==> src/rtl/serial_subtractor_pkg.sv <==
// Shared types and defaults for the bit-serial subtractor.
// State encoding plus the default operand width.
package serial_sub_pkg;

    typedef enum logic [1:0] {
        IDLE  = 2'd0,
        SHIFT = 2'd1,
        DONE  = 2'd2
    } state_t;

    localparam int DEFAULT_WIDTH = 8;

endpackage

==> src/rtl/serial_subtractor_if.sv <==
// Operand/result handshake bundle for serial_subtractor.
// The overflow wire only exists when SERIAL_SUB_OVERFLOW_EN is defined.
interface serial_subtractor_if #(
    parameter int WIDTH = 8
);
    logic             start_valid;
    logic             start_ready;
    logic [WIDTH-1:0] a;
    logic [WIDTH-1:0] b;
    logic             borrowin;
    logic [WIDTH-1:0] diff;
    logic             borrowout;
    logic             done_valid;
    logic             done_ready;
    logic             busy;
`ifdef SERIAL_SUB_OVERFLOW_EN
    logic             overflow;
`endif

    modport master (
        output start_valid, a, b, borrowin, done_ready,
`ifdef SERIAL_SUB_OVERFLOW_EN
        input  overflow,
`endif
        input  start_ready, diff, borrowout, done_valid, busy
    );

    modport slave (
        input  start_valid, a, b, borrowin, done_ready,
`ifdef SERIAL_SUB_OVERFLOW_EN
        output overflow,
`endif
        output start_ready, diff, borrowout, done_valid, busy
    );

endinterface

==> src/rtl/serial_subtractor_full_subtractor.sv <==
// One-bit full subtractor built from gate primitives.
// Latency: combinational. Backpressure: none.
// Borrow is generated when a=0,b=1, or propagated when a==b.
module full_subtractor (
    input  logic a,
    input  logic b,
    input  logic borrowin,
    output logic diff,
    output logic borrowout
);
    logic ab_x, a_n, ab_xn, gen, prop;

    xor g_x0 (ab_x, a, b);
    xor g_x1 (diff, ab_x, borrowin);
    not g_n0 (a_n, a);
    not g_n1 (ab_xn, ab_x);
    and g_a0 (gen, a_n, b);
    and g_a1 (prop, ab_xn, borrowin);
    or  g_o0 (borrowout, gen, prop);

endmodule

==> src/rtl/serial_subtractor.sv <==
// LSB-first bit-serial subtractor: a - b - borrowin through one full-subtractor cell.
// Latency: done_valid rises WIDTH edges after the accepting edge.
// Backpressure: result held in DONE until done_ready; start_ready only in IDLE. Optional overflow via SERIAL_SUB_OVERFLOW_EN.
module serial_subtractor
    import serial_sub_pkg::*;
#(
    parameter int WIDTH = DEFAULT_WIDTH
) (
    input  logic              clk,
    input  logic              rst_n,
    serial_subtractor_if.slave io
);
    localparam int CW = $clog2(WIDTH + 1);

    state_t           state, state_nxt;
    logic [WIDTH-1:0] a_sh, b_sh, diff_q;
    logic [CW-1:0]    cnt;
    logic             bq, d, bnext;
    logic             accept, last, idle, shifting, holding;

    full_subtractor u_cell (
        .a         (a_sh[0]),
        .b         (b_sh[0]),
        .borrowin  (bq),
        .diff      (d),
        .borrowout (bnext)
    );

    always_ff @(posedge clk or negedge rst_n) begin
        if (!rst_n) state <= IDLE;
        else        state <= state_nxt;
    end

    always_comb begin
        state_nxt = state;
        accept    = 1'b0;
        last      = 1'b0;
        idle      = 1'b0;
        shifting  = 1'b0;
        holding   = 1'b0;
        case (state)
            IDLE: begin
                idle = 1'b1;
                if (io.start_valid) begin
                    accept    = 1'b1;
                    state_nxt = SHIFT;
                end
            end
            SHIFT: begin
                shifting = 1'b1;
                if (cnt == CW'(WIDTH - 1)) begin
                    last      = 1'b1;
                    state_nxt = DONE;
                end
            end
            DONE: begin
                holding = 1'b1;
                // start_valid is deliberately ignored here: exit always lands in IDLE first.
                if (io.done_ready) state_nxt = IDLE;
            end
            default: state_nxt = IDLE;
        endcase
    end

    always_ff @(posedge clk or negedge rst_n) begin
        if (!rst_n) begin
            a_sh   <= '0;
            b_sh   <= '0;
            diff_q <= '0;
            bq     <= 1'b0;
            cnt    <= '0;
        end else if (accept) begin
            a_sh <= io.a;
            b_sh <= io.b;
            bq   <= io.borrowin;
            cnt  <= '0;
        end else if (shifting) begin
            diff_q <= {d, diff_q[WIDTH-1:1]};
            a_sh   <= a_sh >> 1;
            b_sh   <= b_sh >> 1;
            bq     <= bnext;
            cnt    <= cnt + CW'(1);
        end
    end

    assign io.start_ready = idle;
    assign io.busy        = shifting;
    assign io.done_valid  = holding;
    assign io.diff        = diff_q;
    assign io.borrowout   = bq;

`ifdef SERIAL_SUB_OVERFLOW_EN
    logic a_msb, b_msb, ov_q;

    // Operand MSBs are kept aside because the shift registers are consumed by the end.
    always_ff @(posedge clk or negedge rst_n) begin
        if (!rst_n) begin
            a_msb <= 1'b0;
            b_msb <= 1'b0;
            ov_q  <= 1'b0;
        end else if (accept) begin
            a_msb <= io.a[WIDTH-1];
            b_msb <= io.b[WIDTH-1];
            ov_q  <= 1'b0;
        end else if (last) begin
            ov_q  <= (a_msb ^ b_msb) & (d ^ a_msb);
        end
    end

    assign io.overflow = ov_q;
`endif

endmodule

==> src/flat_wrapper.sv <==
// flat-port wrapper written by rule: the top's interface ports become plain ports
module serial_subtractor_flat import serial_sub_pkg::*;
#(
    parameter int WIDTH = DEFAULT_WIDTH
)
  (clk, rst_n, io_start_valid, io_a, io_b, io_borrowin, io_done_ready, io_start_ready, io_diff, io_borrowout, io_done_valid, io_busy);
  serial_subtractor_if #(.WIDTH(WIDTH)) io_i ();
  input  logic clk;
  input  logic rst_n;
  input wire logic [$bits(io_i.start_valid)-1:0] io_start_valid;
  input wire logic [$bits(io_i.a)-1:0] io_a;
  input wire logic [$bits(io_i.b)-1:0] io_b;
  input wire logic [$bits(io_i.borrowin)-1:0] io_borrowin;
  input wire logic [$bits(io_i.done_ready)-1:0] io_done_ready;
  output wire logic [$bits(io_i.start_ready)-1:0] io_start_ready;
  output wire logic [$bits(io_i.diff)-1:0] io_diff;
  output wire logic [$bits(io_i.borrowout)-1:0] io_borrowout;
  output wire logic [$bits(io_i.done_valid)-1:0] io_done_valid;
  output wire logic [$bits(io_i.busy)-1:0] io_busy;
  assign io_i.start_valid = io_start_valid;
  assign io_i.a = io_a;
  assign io_i.b = io_b;
  assign io_i.borrowin = io_borrowin;
  assign io_i.done_ready = io_done_ready;
  assign io_start_ready = io_i.start_ready;
  assign io_diff = io_i.diff;
  assign io_borrowout = io_i.borrowout;
  assign io_done_valid = io_i.done_valid;
  assign io_busy = io_i.busy;
  serial_subtractor #(.WIDTH(WIDTH)) u_core (.clk(clk), .rst_n(rst_n), .io(io_i));
endmodule
==> config.mk <==
export PLATFORM = sky130hd
export DESIGN_NAME = serial_subtractor_flat
export DESIGN_NICKNAME = d
export VERILOG_FILES = /design/src/rtl/serial_subtractor_pkg.sv /design/src/rtl/serial_subtractor_if.sv /design/src/rtl/serial_subtractor_full_subtractor.sv /design/src/rtl/serial_subtractor.sv /design/src/flat_wrapper.sv
export SDC_FILE = /design/constraint.sdc
export NUM_CORES = 1
export LEC_CHECK = 0
export CAP_MARGIN = 20
export CELL_PAD_IN_SITES_DETAIL_PLACEMENT = 0
export CELL_PAD_IN_SITES_GLOBAL_PLACEMENT = 1
export CORE_ASPECT_RATIO = 1.25
export CORE_MARGIN = 1.5
export CORE_UTILIZATION = 44
export CTS_BUF_LIST = sky130_fd_sc_hd__clkbuf_4 sky130_fd_sc_hd__clkbuf_8
export DETAILED_ROUTE_END_ITERATION = 6
export DONT_BUFFER_PORTS = 1
export PLACE_DENSITY = 0.8
export SETUP_SLACK_MARGIN = 0.5
export SLEW_MARGIN = 20
export SYNTH_ARGS = -nofsm -noshare
export SYNTH_HDL_FRONTEND = slang
export SYNTH_HIERARCHICAL = 1
export SYNTH_SLANG_ARGS = --single-unit
==> constraint.sdc <==
create_clock -name clk -period 1.2 [get_ports clk]
set_input_delay 0.12 -clock clk [delete_from_list [all_inputs] [get_ports clk]]
set_output_delay 0.12 -clock clk [all_outputs]
set_load 0.01 [all_outputs]
# After elaboration in Yosys (flattened, before gate mapping)

Cells that the tools add are included.

Reductions and logical operators: 4
Multiplexer cells: 17
$add $sub $neg: 1
Bitwise gates (word level): 8
Equality and inequality tests: 6

Operators with widths:

| operator              | count |
|---|---|
| $mux W8               | 4 |
| $mux W4               | 2 |
| $mux W1               | 7 |
| $mux W2               | 3 |
| $pmux W2 S3           | 1 |
| $add A4 B1 Y4 const B | 1 |
| $eq A4 B3 Y1 const B  | 1 |
| $ne A2 B2 Y1 const B  | 2 |
| $not A1 Y1            | 3 |
| $reduce_and A3 Y1     | 1 |
| $and A1 B1 Y1         | 2 |
| $eq A2 B1 Y1 const B  | 1 |
| $eq A2 B2 Y1 const B  | 1 |
| $logic_not A2 Y1      | 1 |
| $ne A2 B1 Y1 const B  | 1 |
| $reduce_and A2 Y1     | 1 |
| $reduce_bool A2 Y1    | 1 |
| $xor A1 B1 Y1         | 2 |
| $or A1 B1 Y1          | 1 |

Register bits after elaboration: 31
Input port bits: 21
Output and inout bits: 12
Word-level logic and storage cells: 42

# Longest topological paths before layout

Gate-level depths: netlist of the first run.

Depth in word-level cells: 6
Gate-level depth with buffers: 5
Depth with buffers taken out: 5

# Hierarchy

The synthesis of the first run kept the hierarchy.

By module, submodules not included:

| module            | sequential area each (µm²) | cells each | area an instance (µm²) | times used |
|---|---|---|---|---|
| serial_subtractor | 775.7                      | 137        | 1307.5                 | 1 |
| full_subtractor   | 0.0                        | 4          | 31.3                   | 1 |

# Worst setup path after synthesis of the first run

No wires, ideal clock.

Kind: register to register
Start point: reg u_core.state[1]
End point: reg u_core.a_sh[0]
Data required time: 1.076 ns
Path buffers: 1
Cell stages (with the launch flop): 6
Data arrival time: 0.991 ns
Clock period less this slack: 1.115 ns
Path slack: 0.085 ns
Setup time: 0.124 ns
Cells stage by stage: dfrtp_1 nand2b_2 inv_2 buf_6 a22oi_1 nand2_1

Longest elaborated chain between the ends: 3
Elaborated cells between the ends (all ways): 6
Classes of those cells: eq/ne (1); mux (3); reduce/logical (2)

RTL lines:

| item                                                           | RTL line                | source |
|---|---|---|
| start, declared                                                | serial_subtractor.sv:15 | `state_t state, state_nxt;` |
| start signal, assigned                                         | serial_subtractor.sv:31 | `else state <= state_nxt;` |
| $eq A2 B1 Y1 / $logic_not A2 Y1 (equally long branches)        | n/a                     |  |
| $mux W1                                                        | serial_subtractor.sv:41 | `case (state)` |
| $reduce_bool A2 Y1 (no line) / $mux W8 (equally long branches) | n/a                     |  |
| end signal, assigned                                           | serial_subtractor.sv:73 | `a_sh <= io.a;` |
| end signal, assigned                                           | serial_subtractor.sv:79 | `a_sh <= a_sh >> 1;` |
| end, declared                                                  | serial_subtractor.sv:16 | `logic [WIDTH-1:0] a_sh, b_sh, diff_q;` |

Several ways; a longest one is shown, not always the timed one.
A chain may end at the register's enable or synchronous reset.

# Final worst setup path of the first run

Start point: reg u_core.state[0]
End point: reg u_core.b_sh[1]

Longest elaborated chain between the ends: 3
Elaborated cells between the ends (all ways): 6
Classes of those cells: eq/ne (1); mux (3); reduce/logical (2)

RTL lines:

| item                                                           | RTL line                | source |
|---|---|---|
| $eq A2 B1 Y1 / $logic_not A2 Y1 (equally long branches)        | n/a                     |  |
| $mux W1                                                        | serial_subtractor.sv:41 |  |
| $reduce_bool A2 Y1 (no line) / $mux W8 (equally long branches) | n/a                     |  |
| end signal, assigned                                           | serial_subtractor.sv:74 | `b_sh <= io.b;` |
| end signal, assigned                                           | serial_subtractor.sv:80 | `b_sh <= b_sh >> 1;` |
| end, declared                                                  | serial_subtractor.sv:16 |  |

Several ways; a longest one is shown, not always the timed one.

==> summary.md, run 1 <==
| Metric | Value |
|---|---|
| Status | `complete, but fails checks` |
| Failing checks | `hold timing, setup timing` |
| Mapped Cells | `141` |
| Slew margin rel. | `0.750` |
| Max cap viols | `0` |
| Vias in the first global route | `1167` |
| Die W | `52.3 um` |
| Die area | `3380 um2` |
| Min Tclk post-route | `1300 ps` |
| H-tree levels | `2` |
| Number of flops mapped to enable cells by yosys | `0` |
| Synth Net Count | `164` |
| Sequential Power Share | `0.354` |
| Largest net degree at the start of global routing | `32` |
| Avg Vias per Cell | `5.39` |
| Final number of setup-violating endpoints | `24` |
| Worst setup SP type | `flip-flop` |
| Hold slack | `-534 ps` |
| Synth Area in XOR/XNOR | `0.00654` |
| First DRT Iteration DRCs | `28` |
| Synth cell count leaders | `nand2_1 (62), dfrtp_1 (31), a22oi_1 (15)` |
| Hold-fix buffers at CTS | `18` |
| Count of cell types in the netlist | `23` |
| Routed len/inst | `17.0 um` |
| Main combinational cell family by area after synthesis | `simple AND/OR/NAND/NOR gates` |
| Critical path arrival | `1570 ps` |
| RSZ-0062 raised after global routing | `yes` |
| DRT Pass-1 Iters | `4` |
| #FFs+latches synth | `31` |
| GPL Wtd Cong | `0.775` |
| Nets@finish | `209` |
| Syn avg cell area | `9.49 um2` |
| Simple-gate share of the synthesized area | `0.219` |
| CTS sink cnt | `31` |
| Final Max Tran Viols | `0` |
| Logic pwr share | `0.516` |
| Net Sw Frac | `0.385` |
| First-pass GRT wire length | `5300 um` |
| Clock network power share | `0.130` |
| Clock slew at reported path FFs | `100 ps` |
| Clk Latency, worst-skew pair | `330 ps` |
| Placeable core area | `2920 um2` |
| Slew @ Worst Pin | `374 ps` |
| Pwr/cell area | `2550 nW/um2` |
| R2R Setup Slk | `-100 ps` |
| Post-route cell area | `2160 um2` |
| Max Clock Skew | `11.5 ps` |
| Final HPWL DP | `1820 um` |
| Via count | `1202` |
| CTS buffer count | `5` |
| Worst r2r dst | `u_core/b_sh[1]` |
| CTS tree | `yes` |
| Multiplexer share of the synthesized area | `0` |
| Antenna Nets Post-Route | `0` |
| Share of cells above drive strength 1 | `0.460` |
| Synth top area share | `0.579` |
| Synth Area in Compound Gates | `0.125` |
| Net Sw Power | `2.12 mW` |
| Critical-path top delay cell | `dfrtp_2` |
| Longest Clk Path Bufs | `2` |
| Drt total wl | `3800 um` |
| N_diodes | `0` |
| Power Internal | `3.39 mW` |
| Async set-or-reset flop fraction in the synthesized netlist | `1.00` |
| Antenna violations before repair | `0` |
| Io pins | `33` |
| Area growth from synthesis to layout | `61.6%` |
| Post-Synth Adder-Cell Area | `0.0243` |
| Maximum vdd drop | `1500 uV` |
| DIE HEIGHT | `64.7 um` |
| Max Fclk | `0.767 GHz` |
| Fin. Hold Viols | `31` |
| Cell Area, Synth | `1340 um2` |
| Crit end category | `flip-flop` |
| Register area share after synthesis | `0.579` |
| # rows | `22` |
| Ranking of synthesized cells by area | `dfrtp_1 (58%), nand2_1 (17%), a22oi_1 (8.4%)` |
| Tot Pwr | `5.52 mW` |
| Maximum fanout along the worst path | `6` |
| Count leader, synth | `nand2_1` |
| Tcrit/Tclk final | `1.09` |
| Initial Util | `0.459` |
| CP required | `1460 ps` |
| GRT overflow | `0` |
| CP max stage delay | `450 ps` |
| Setup ws final | `-103 ps` |
| Critical path class | `flip-flop to flip-flop` |
| Leakage Power | `1.00 nW` |
| Pre-CTS WS | `30.3 ps` |
| DR DRC count | `0` |
| PortBufs | `0` |
| Critical Path, Cell by Cell | `buf_8 > nor3b_4 > buf_6 > clkbuf_16 > a22oi_2 > nand2_1` |
| CTS root buf | `clkbuf_4` |
| GR Util All Layers | `0.212` |
| Cell taking the most area after synthesis | `dfrtp_1` |
| Synthesis warning total | `6` |
| Min-delay worst type | `input port to asynchronous set/reset pin` |
| Worst r2r src | `u_core/state[0]` |
| Post-synth top flop | `dfrtp_1` |
| FF-to-FF path depth | `6` |
| Post-DP Area | `1510 um2` |
-- worst max-delay path by stage --
stage                     cells after the start  slack, ps                 to                 from
after floorplan                               4        120  u_core/io.diff[7]  u_core/io.borrowout
after global placement                        4         70      u_core/cnt[3]      u_core/state[1]
after detailed placement                      5         30     u_core/b_sh[1]      u_core/state[0]
after CTS                                     3        -60      io_done_valid      u_core/state[0]
after global routing                          6       -140     u_core/a_sh[3]      u_core/state[0]
final                                         6       -100     u_core/b_sh[1]      u_core/state[0]
-- registers in the layout, indices dropped and copies added (netlist names) --
register	count
u_core/a_sh	8
u_core/b_sh	8
u_core/io.diff	8
u_core/cnt	4
u_core/state	2
u_core/io.borrowout	1
-- logic make-up after synthesis --
| logic type | after synthesis |
|---|---|
| buffers and inverters | 12 |
| adders and majority gates | 2 |
| xor gates and xnor gates | 1 |
| DFF | 31 |
| and+or+nand+nor | 71 |
| AOI/OAI and AO/OA | 24 |
-- timing repair --
| item | in CTS | in global routing |
|---|---|---|
| buffers inserted | 8 | 5 |
| hold endpoints to repair | 49 | 33 |
| endpoints found under the setup margin | 43 | 43 |
| resized for setup | 20 | 41 |
| gates cloned | 1 | 4 |
| pin swaps | 1 | 25 |
-- power by group through the flow --
stage | clock network, mW | registers (mW) | logic (mW)
final | 0.716 | 1.95 | 2.85
after global routing | 0.791 | 2.00 | 3.08
after CTS | 0.731 | 1.88 | 2.21
after detailed placement | 0 | 1.91 | 1.70
after global placement | 0 | 1.88 | 1.62
after floorplan | 0 | 1.84 | 1.28
-- cell type report --
| type | count | area, um2 |
|---|---|---|
| Timing Repair Buffer | 42 | 509 |
| Inverter | 6 | 27.5 |
| Sequential cell | 31 | 785 |
| Fill cell | 199 | 754 |
| Clock buffer | 8 | 72.6 |
| Multi-Input combinational cell | 100 | 724 |
| Tap cell | 36 | 45.0 |
-- metal layers --
metal | wire [um] | vias to the layer above | part of all wire | track usage
met5 | 0 | - | 0 | 0
met4 | 62 | 0 | 0.016 | 0.0705
met3 | 188 | 7 | 0.049 | 0.0806
met2 | 2090 | 39 | 0.55 | 0.353
met1 | 1460 | 592 | 0.38 | 0.245
li1 | - | 564 | - | -
-- critical path: cells and delay by family (launching register included) --
| family | cells | cell delay (ps) |
|---|---|---|
| compound gates | 1 | 50 |
| buf+inv | 3 | 470 |
| flops | 1 | 450 |
| simple gates | 2 | 250 |
-- cell usage in the layout (no fill, tap or decap) --
cell	instances
nand3b_1	1
o21ai_2	3
dfrtp_1	24
o21ai_1	3
buf_4	4
nor3b_4	1
or3_1	1
clkbuf_8	2
a21oi_2	1
a22oi_2	15
nand2_2	15
nand2_1	46
inv_1	4
o32ai_4	1
dlygate4sd3_1	18
dfrtp_2	7
fa_1	1
o21bai_4	2
nand3_1	1
nand2_4	1
clkbuf_16	2
inv_4	2
buf_12	4
xor2_1	1
buf_6	11
o21bai_2	1
nand2b_1	1
nor2_4	1
nand2b_4	2
ha_2	1
nor2_2	1
clkbuf_4	6
buf_8	3
-- through the flow --
step                 util  TNS (ps)  instances
global route        0.741     -3140        223
global placement    0.518         0        179
CTS                 0.654      -785        214
finish              0.741     -1550        223
floorplan               -         0        141
detailed placement  0.518         0        179
Note: power is estimated with default switching activity, not from simulation.
==> run 2: changes to the inputs <==
--- a/config.mk
+++ b/config.mk
@@ -9,12 +9,12 @@
 export CELL_PAD_IN_SITES_DETAIL_PLACEMENT = 0
 export CELL_PAD_IN_SITES_GLOBAL_PLACEMENT = 1
 export CORE_ASPECT_RATIO = 1.25
-export CORE_MARGIN = 1.5
+export CORE_MARGIN = 5
 export CORE_UTILIZATION = 44
 export CTS_BUF_LIST = sky130_fd_sc_hd__clkbuf_4 sky130_fd_sc_hd__clkbuf_8
 export DETAILED_ROUTE_END_ITERATION = 6
 export DONT_BUFFER_PORTS = 1
-export PLACE_DENSITY = 0.8
+export PLACE_DENSITY_LB_ADDON = 0.1
 export SETUP_SLACK_MARGIN = 0.5
 export SLEW_MARGIN = 20
 export SYNTH_ARGS = -nofsm -noshare
==> run 2 against run 1 <==
Effect of this change:
- the flow still finishes with violations (hold timing, setup timing)
- combinational power is 7.0% lower
- non-clock buffer count fell by 2
- global-route usage fell by 3.9 points
- via count fell by 3.2%
- register-to-register slack is essentially flat
- clock power rose by 1%
- total power is 3.8% lower
- die area is 26% higher
- critical path depth did not move
- clock skew decreased by 4.9 ps
- critical path type unchanged
- critical endpoint is now u_core/b_sh[7]
- largest cell class unchanged
==> summary.md, run 2 (same netlist as run 1, synthesis figures left out) <==
| Metric | Value |
|---|---|
| RSZ-0062 raised after global routing | `yes (unchanged)` |
| Pwr/cell area | `2520 nW/um2 (was 2550 nW/um2)` |
| Worst setup SP type | `flip-flop (unchanged)` |
| First DRT Iteration DRCs | `79 (was 28)` |
| Most used cell along the critical path | `buf_6` |
| Setup ws final | `-102 ps (was -103 ps)` |
| Longest Clk Path Bufs | `2 (unchanged)` |
| CTS sink cnt | `31 (unchanged)` |
| Antenna violations before repair | `0 (unchanged)` |
| Tcrit/Tclk final | `1.09 (about the same)` |
| Clock slew at reported path FFs | `100 ps (about the same)` |
| Fin. Hold Viols | `31 (unchanged)` |
| # rows | `22 (unchanged)` |
| Min Tclk post-route | `1300 ps (about the same)` |
| Critical path arrival | `1570 ps (about the same)` |
| DR DRC count | `0 (unchanged)` |
| Maximum vdd drop | `1860 uV (was 1500 uV)` |
| Critical path class | `flip-flop to flip-flop (unchanged)` |
| Worst path top cell family by delay | `flip-flops (was buffers and inverters)` |
| PortBufs | `0 (unchanged)` |
| Hold slack | `-533 ps (was -534 ps)` |
| Largest net degree at the start of global routing | `32 (unchanged)` |
| Via count | `1163 (was 1202)` |
| Max Clock Skew | `6.61 ps (was 11.5 ps)` |
| GR Util All Layers | `0.173 (was 0.212)` |
| Maximum fanout along the worst path | `6 (unchanged)` |
| Initial Util | `0.455 (was 0.459)` |
| Leakage Power | `0.991 nW (was 1.00 nW)` |
| Hold-fix buffers at CTS | `18 (unchanged)` |
| First-pass GRT wire length | `5540 um (was 5300 um)` |
| Area growth from synthesis to layout | `57.0% (was 61.6%)` |
| Final number of setup-violating endpoints | `23 (was 24)` |
| Critical Path, Cell by Cell | `buf_6 > nor3b_4 > buf_6 > buf_12 > nand2_1 > o21ai_1 (was buf_8 > nor3b_4 > buf_6 > clkbuf_16 > a22oi_2 > nand2_1)` |
| Max Fclk | `0.768 GHz (was 0.767 GHz)` |
| Slew margin rel. | `0.851 (was 0.750)` |
| CTS tree | `yes (unchanged)` |
| DIE HEIGHT | `71.7 um (was 64.7 um)` |
| CTS root buf | `clkbuf_4 (unchanged)` |
| Failing checks | `hold timing, setup timing (unchanged)` |
| N_diodes | `0 (unchanged)` |
| Share of cells above drive strength 1 | `0.402 (was 0.460)` |
| Leading cell types in the layout, fill and taps excluded | `nand2_1 (51), dfrtp_1 (24), dlygate4sd3_1 (18) (was nand2_1 (46), dfrtp_1 (24), dlygate4sd3_1 (18))` |
| Slew @ Worst Pin | `222 ps (was 374 ps)` |
| R2R Setup Slk | `-100 ps (about the same)` |
| CTS buffer count | `5 (unchanged)` |
| CP max stage delay | `470 ps (was 450 ps)` |
| Setup TNS | `-1590 ps (was -1550 ps)` |
| Max cap viols | `0 (unchanged)` |
| Vias in the first global route | `1210 (was 1167)` |
| Crit end category | `flip-flop (unchanged)` |
| CP Buf/Inv Count | `3 (unchanged)` |
| Final Max Tran Viols | `0 (unchanged)` |
| Die W | `59.3 um (was 52.3 um)` |
| Avg Vias per Cell | `5.29 (was 5.39)` |
| Clk Latency, worst-skew pair | `330 ps (about the same)` |
| GRT overflow | `0 (unchanged)` |
| Status | `complete, but fails checks (unchanged)` |
| Routed len/inst | `16.1 um (was 17.0 um)` |
| Critical-path top delay cell | `dfrtp_2 (unchanged)` |
| Io pins | `33 (unchanged)` |
| GPL Wtd Cong | `0.707 (was 0.775)` |
| Die area | `4250 um2 (was 3380 um2)` |
| Drt total wl | `3550 um (was 3800 um)` |
| Antenna Nets Post-Route | `0 (unchanged)` |
| Commonest non-fill, non-tap cell in the layout | `nand2_1 (unchanged)` |
| Nets@finish | `206 (was 209)` |
| Min-delay worst type | `input port to asynchronous set/reset pin (unchanged)` |
| H-tree levels | `2 (unchanged)` |
| CP required | `1460 ps (about the same)` |
| Post-layout util | `0.714 (was 0.741)` |
| DRT Pass-1 Iters | `4 (unchanged)` |
| Final HPWL DP | `1790 um (was 1820 um)` |
| Placeable core area | `2950 um2 (was 2920 um2)` |
## run 2: final timing paths
kind	from	end	cells after the start
min	rst_n	u_core/state[0]	0
min in group clk	io_start_valid	u_core/cnt[0]	4
max reg2reg	u_core/state[0]	u_core/b_sh[7]	6
min reg2reg	u_core/b_sh[3]	u_core/b_sh[3]	2
max in group asynchronous	rst_n	u_core/io.diff[5]	0
max	u_core/state[0]	u_core/b_sh[7]	6
## run 2: metal layers
metal,track usage,part of all wire,vias to the layer above
met5,0,0,-
met4,0.0605,0.014,0
met3,0.0631,0.064,6
met2,0.289,0.53,35
met1,0.200,0.40,577
li1,-,-,545
## run 2: worst register-to-register path, cell delays in order, from the launching register on
cell and delay (ps):
dfrtp_2 470, buf_6 140, nor3b_4 190, buf_6 160
buf_12 130, nand2_1 60, o21ai_1 80
## run 2: what timing repair did
item | CTS | global route
endpoints found under the hold margin | 49 | 31
pin swaps | 10 | 12
endpoints found under the setup margin | 43 | 43
gates cloned | 3 | 3
gates resized for setup | 22 | 20
setup buffers | 7 | 5
## run 2: area by class of cell
| type | instances | area, um2 |
|---|---|---|
| clock buffer | 8 | 72.6 |
| fill | 226 | 843 |
| inverter | 6 | 35.0 |
| multi-input combinational | 98 | 663 |
| sequential | 31 | 785 |
| tap | 36 | 45.0 |
| timing repair buffer | 40 | 493 |
| timing repair inverter | 1 | 8.76 |
## run 2: metrics by stage
step | power (mW) | std cells | setup slack (ps) | area [um2]
after global placement | 3.36 | 176 | 22.3 | 1470
after floorplan | 3.12 | 141 | 116 | 1420
final | 5.31 | 220 | -102 | 2100
after detailed placement | 3.44 | 176 | -15.0 | 1470
after global routing | 5.70 | 220 | -155 | 2100
after CTS | 4.94 | 212 | -64.2 | 1940
## run 2: power breakdown
part | internal [mW] | total (mW) | switching, mW
logic | 1.41 | 2.65 | 1.24
registers | 1.50 | 1.93 | 0.433
clock network | 0.367 | 0.726 | 0.359
total | 3.28 | 5.31 | 2.03
==> run 3: changes to the inputs <==
--- a/config.mk
+++ b/config.mk
@@ -10,7 +10,7 @@
 export CELL_PAD_IN_SITES_GLOBAL_PLACEMENT = 1
 export CORE_ASPECT_RATIO = 1.25
 export CORE_MARGIN = 5
-export CORE_UTILIZATION = 44
+export CORE_UTILIZATION = 27
 export CTS_BUF_LIST = sky130_fd_sc_hd__clkbuf_4 sky130_fd_sc_hd__clkbuf_8
 export DETAILED_ROUTE_END_ITERATION = 6
 export DONT_BUFFER_PORTS = 1
==> run 3 against run 2 <==
Effect of this change:
- the flow still finishes with violations (hold timing, setup timing)
- largest power group unchanged
- die area rose by 52%
- via count shrank 9.7%
- first-iteration DRC count fell by 72%
- critical path type unchanged
- clock skew fell by 2.6 ps
- fmax rose by 7.8%
- utilization shrank 33 points
- highest routed layer unchanged
- sequential cell count unchanged
- sequential share of layout area up 5.3 points
==> summary.md, run 3 (same netlist as run 1, synthesis figures left out) <==
| Metric | Value |
|---|---|
| Tot Pwr | `4.92 mW (was 5.31 mW)` |
| Drt total wl | `3220 um (was 3550 um)` |
| Via count | `1050 (was 1163)` |
| Setup ws final | `-8.40 ps (was -102 ps)` |
| Max cap viols | `0 (unchanged)` |
| First DRT Iteration DRCs | `22 (was 79)` |
| Maximum vdd drop | `865 uV (was 1860 uV)` |
| Slew @ Worst Pin | `203 ps (was 222 ps)` |
| Nets@finish | `186 (was 206)` |
| DIE HEIGHT | `88.7 um (was 71.7 um)` |
| Routed len/inst | `14.4 um (was 16.1 um)` |
| GPL Wtd Cong | `0.728 (was 0.707)` |
| Initial Util | `0.281 (was 0.455)` |
| Min Tclk post-route | `1210 ps (was 1300 ps)` |
| Tcrit/Tclk final | `1.01 (was 1.09)` |
| Final Max Tran Viols | `0 (unchanged)` |
| Min-delay worst type | `input port to asynchronous set/reset pin (unchanged)` |
| Multi-input logic area | `628 um2 (was 663 um2)` |
| H-tree levels | `2 (unchanged)` |
| CTS tree | `yes (unchanged)` |
| Status | `complete, but fails checks (unchanged)` |
| Clk Latency, worst-skew pair | `280 ps (was 330 ps)` |
| GR Util All Layers | `0.111 (was 0.173)` |
| Largest net degree at the start of global routing | `32 (unchanged)` |
| Maximum fanout along the worst path | `3 (was 6)` |
| Antenna violations before repair | `0 (unchanged)` |
| Longest Clk Path Bufs | `2 (unchanged)` |
| Register area | `783 um2 (was 785 um2)` |
| # rows | `28 (was 22)` |
| Hold-fix buffers at CTS | `3 (was 18)` |
| DRT Pass-1 Iters | `4 (unchanged)` |
| CTS root buf | `clkbuf_8 (was clkbuf_4)` |
| Die area | `6480 um2 (was 4250 um2)` |
| Commonest non-fill, non-tap cell in the layout | `nand2_1 (unchanged)` |
| Slew margin rel. | `0.865 (was 0.851)` |
| N_diodes | `0 (unchanged)` |
| Pwr/cell area | `2680 nW/um2 (was 2520 nW/um2)` |
| Crit end category | `flip-flop (unchanged)` |
| Hold slack | `-469 ps (was -533 ps)` |
| Area growth from synthesis to layout | `37.3% (was 57.0%)` |
| Placeable core area | `4760 um2 (was 2950 um2)` |
| Fill cells | `490 (was 226)` |
| GRT overflow | `0 (unchanged)` |
| First-pass GRT wire length | `5380 um (was 5540 um)` |
| Avg Vias per Cell | `4.69 (was 5.29)` |
| Leading cell types in the layout, fill and taps excluded | `nand2_1 (54), dfrtp_1 (25), a22oi_2 (10) (was nand2_1 (51), dfrtp_1 (24), dlygate4sd3_1 (18))` |
| Worst setup SP type | `flip-flop (unchanged)` |
| Vias in the first global route | `1114 (was 1210)` |
| Fin. Hold Viols | `46 (was 31)` |
| Failing checks | `hold timing, setup timing (unchanged)` |
| Cells after DPL | `201 (was 176)` |
| Critical path class | `flip-flop to flip-flop (unchanged)` |
| Non-Filler Instances | `224 (was 220)` |
| Antenna Nets Post-Route | `0 (unchanged)` |
| Clock slew at reported path FFs | `60 ps (was 100 ps)` |
| Max Fclk | `0.828 GHz (was 0.768 GHz)` |
| Max Clock Skew | `3.99 ps (was 6.61 ps)` |
| Final number of setup-violating endpoints | `2 (was 23)` |
| PortBufs | `0 (unchanged)` |
| Io pins | `33 (unchanged)` |
| Share of cells above drive strength 1 | `0.384 (was 0.402)` |
| CTS sink cnt | `31 (unchanged)` |
| Final HPWL DP | `1970 um (was 1790 um)` |
| CTS buffer count | `5 (unchanged)` |
| DR DRC count | `0 (unchanged)` |
| Leakage Power | `0.864 nW (was 0.991 nW)` |
| Critical path arrival | `1410 ps (was 1570 ps)` |
| Pre-CTS WS | `-16.2 ps (was -15.0 ps)` |
| CP required | `1400 ps (was 1460 ps)` |
| Die W | `73.0 um (was 59.3 um)` |
| RSZ-0062 raised after global routing | `yes (unchanged)` |
==> run 3: cell count changes in the layout (fill, tap and decap cells not counted), moves of 2 or more <==
cell / delta
dlygate4sd3_1: -15
clkbuf_4: -4
a22oi_1: +3
a22oi_2: -3
clkbuf_8: +3
nand2_1: +3
clkbuf_16: -2
nand2_4: -2
o21ai_1: +2
o21ai_2: -2
==> run 3: area by class of cell <==
type	count	area share
multi-input combinational	98	0.342
timing repair buffer	20	0.118
clock buffer	7	0.0456
inverter	6	0.0204
timing repair inverter	1	0.00477
clock inverter	1	0.00272
sequential	31	0.426
tap	60	0.0408
==> run 3: report_power, final <==
group | switching [mW] | internal, mW
logic | 1.10 | 1.07
registers | 0.422 | 1.50
clock network | 0.371 | 0.451
total | 1.89 | 3.03
==> run 3: critical path, stage by stage, from the launching register on <==
cell,delay [ps]
dfrtp_1,400
nand2b_4,200
buf_6,150
or3_1,310
o21ai_1,80
==> run 3: what timing repair did <==
item,4_1_cts,5_1_grt
endpoints found under the hold margin,49,44
gates cloned,1,0
resized for setup,12,24
buffers inserted,9,2
endpoints found under the setup margin,43,43
pin swaps,1,16
==> run 3: metrics by stage <==
stage | hold slack (ps) | setup TNS (ps) | cell area [um2] | util
after floorplan | -176 | 0 | 1420 | -
after global placement | -175 | 0 | 1510 | 0.316
after detailed placement | -174 | -16.2 | 1510 | 0.316
after CTS | -479 | 0 | 1760 | 0.369
after global routing | -487 | -782 | 1840 | 0.386
final | -469 | -15.3 | 1840 | 0.386
==> run 3: path summary, 6_finish.rpt <==
check / startpoint / to / slack, ps / cells past startpoint
setup / recovery: u_core/state[1] / u_core/cnt[3] / -8 / 4
hold / removal: rst_n / u_core/io.diff[2] / -470 / 0
setup reg to reg: u_core/state[1] / u_core/cnt[3] / -8 / 4
hold reg to reg: u_core/b_sh[5] / u_core/b_sh[5] / 470 / 2
max in group asynchronous: rst_n / u_core/state[0] / 1580 / 0
min in group clk: io_a[3] / u_core/a_sh[3] / -40 / 2
==> run 3: metal layers <==
layer	wire (um)	track usage	vias to the layer above
met5	0	0	-
met4	21	0.0403	0
met3	224	0.0466	2
met2	1610	0.188	30
met1	1370	0.124	513
li1	-	-	505
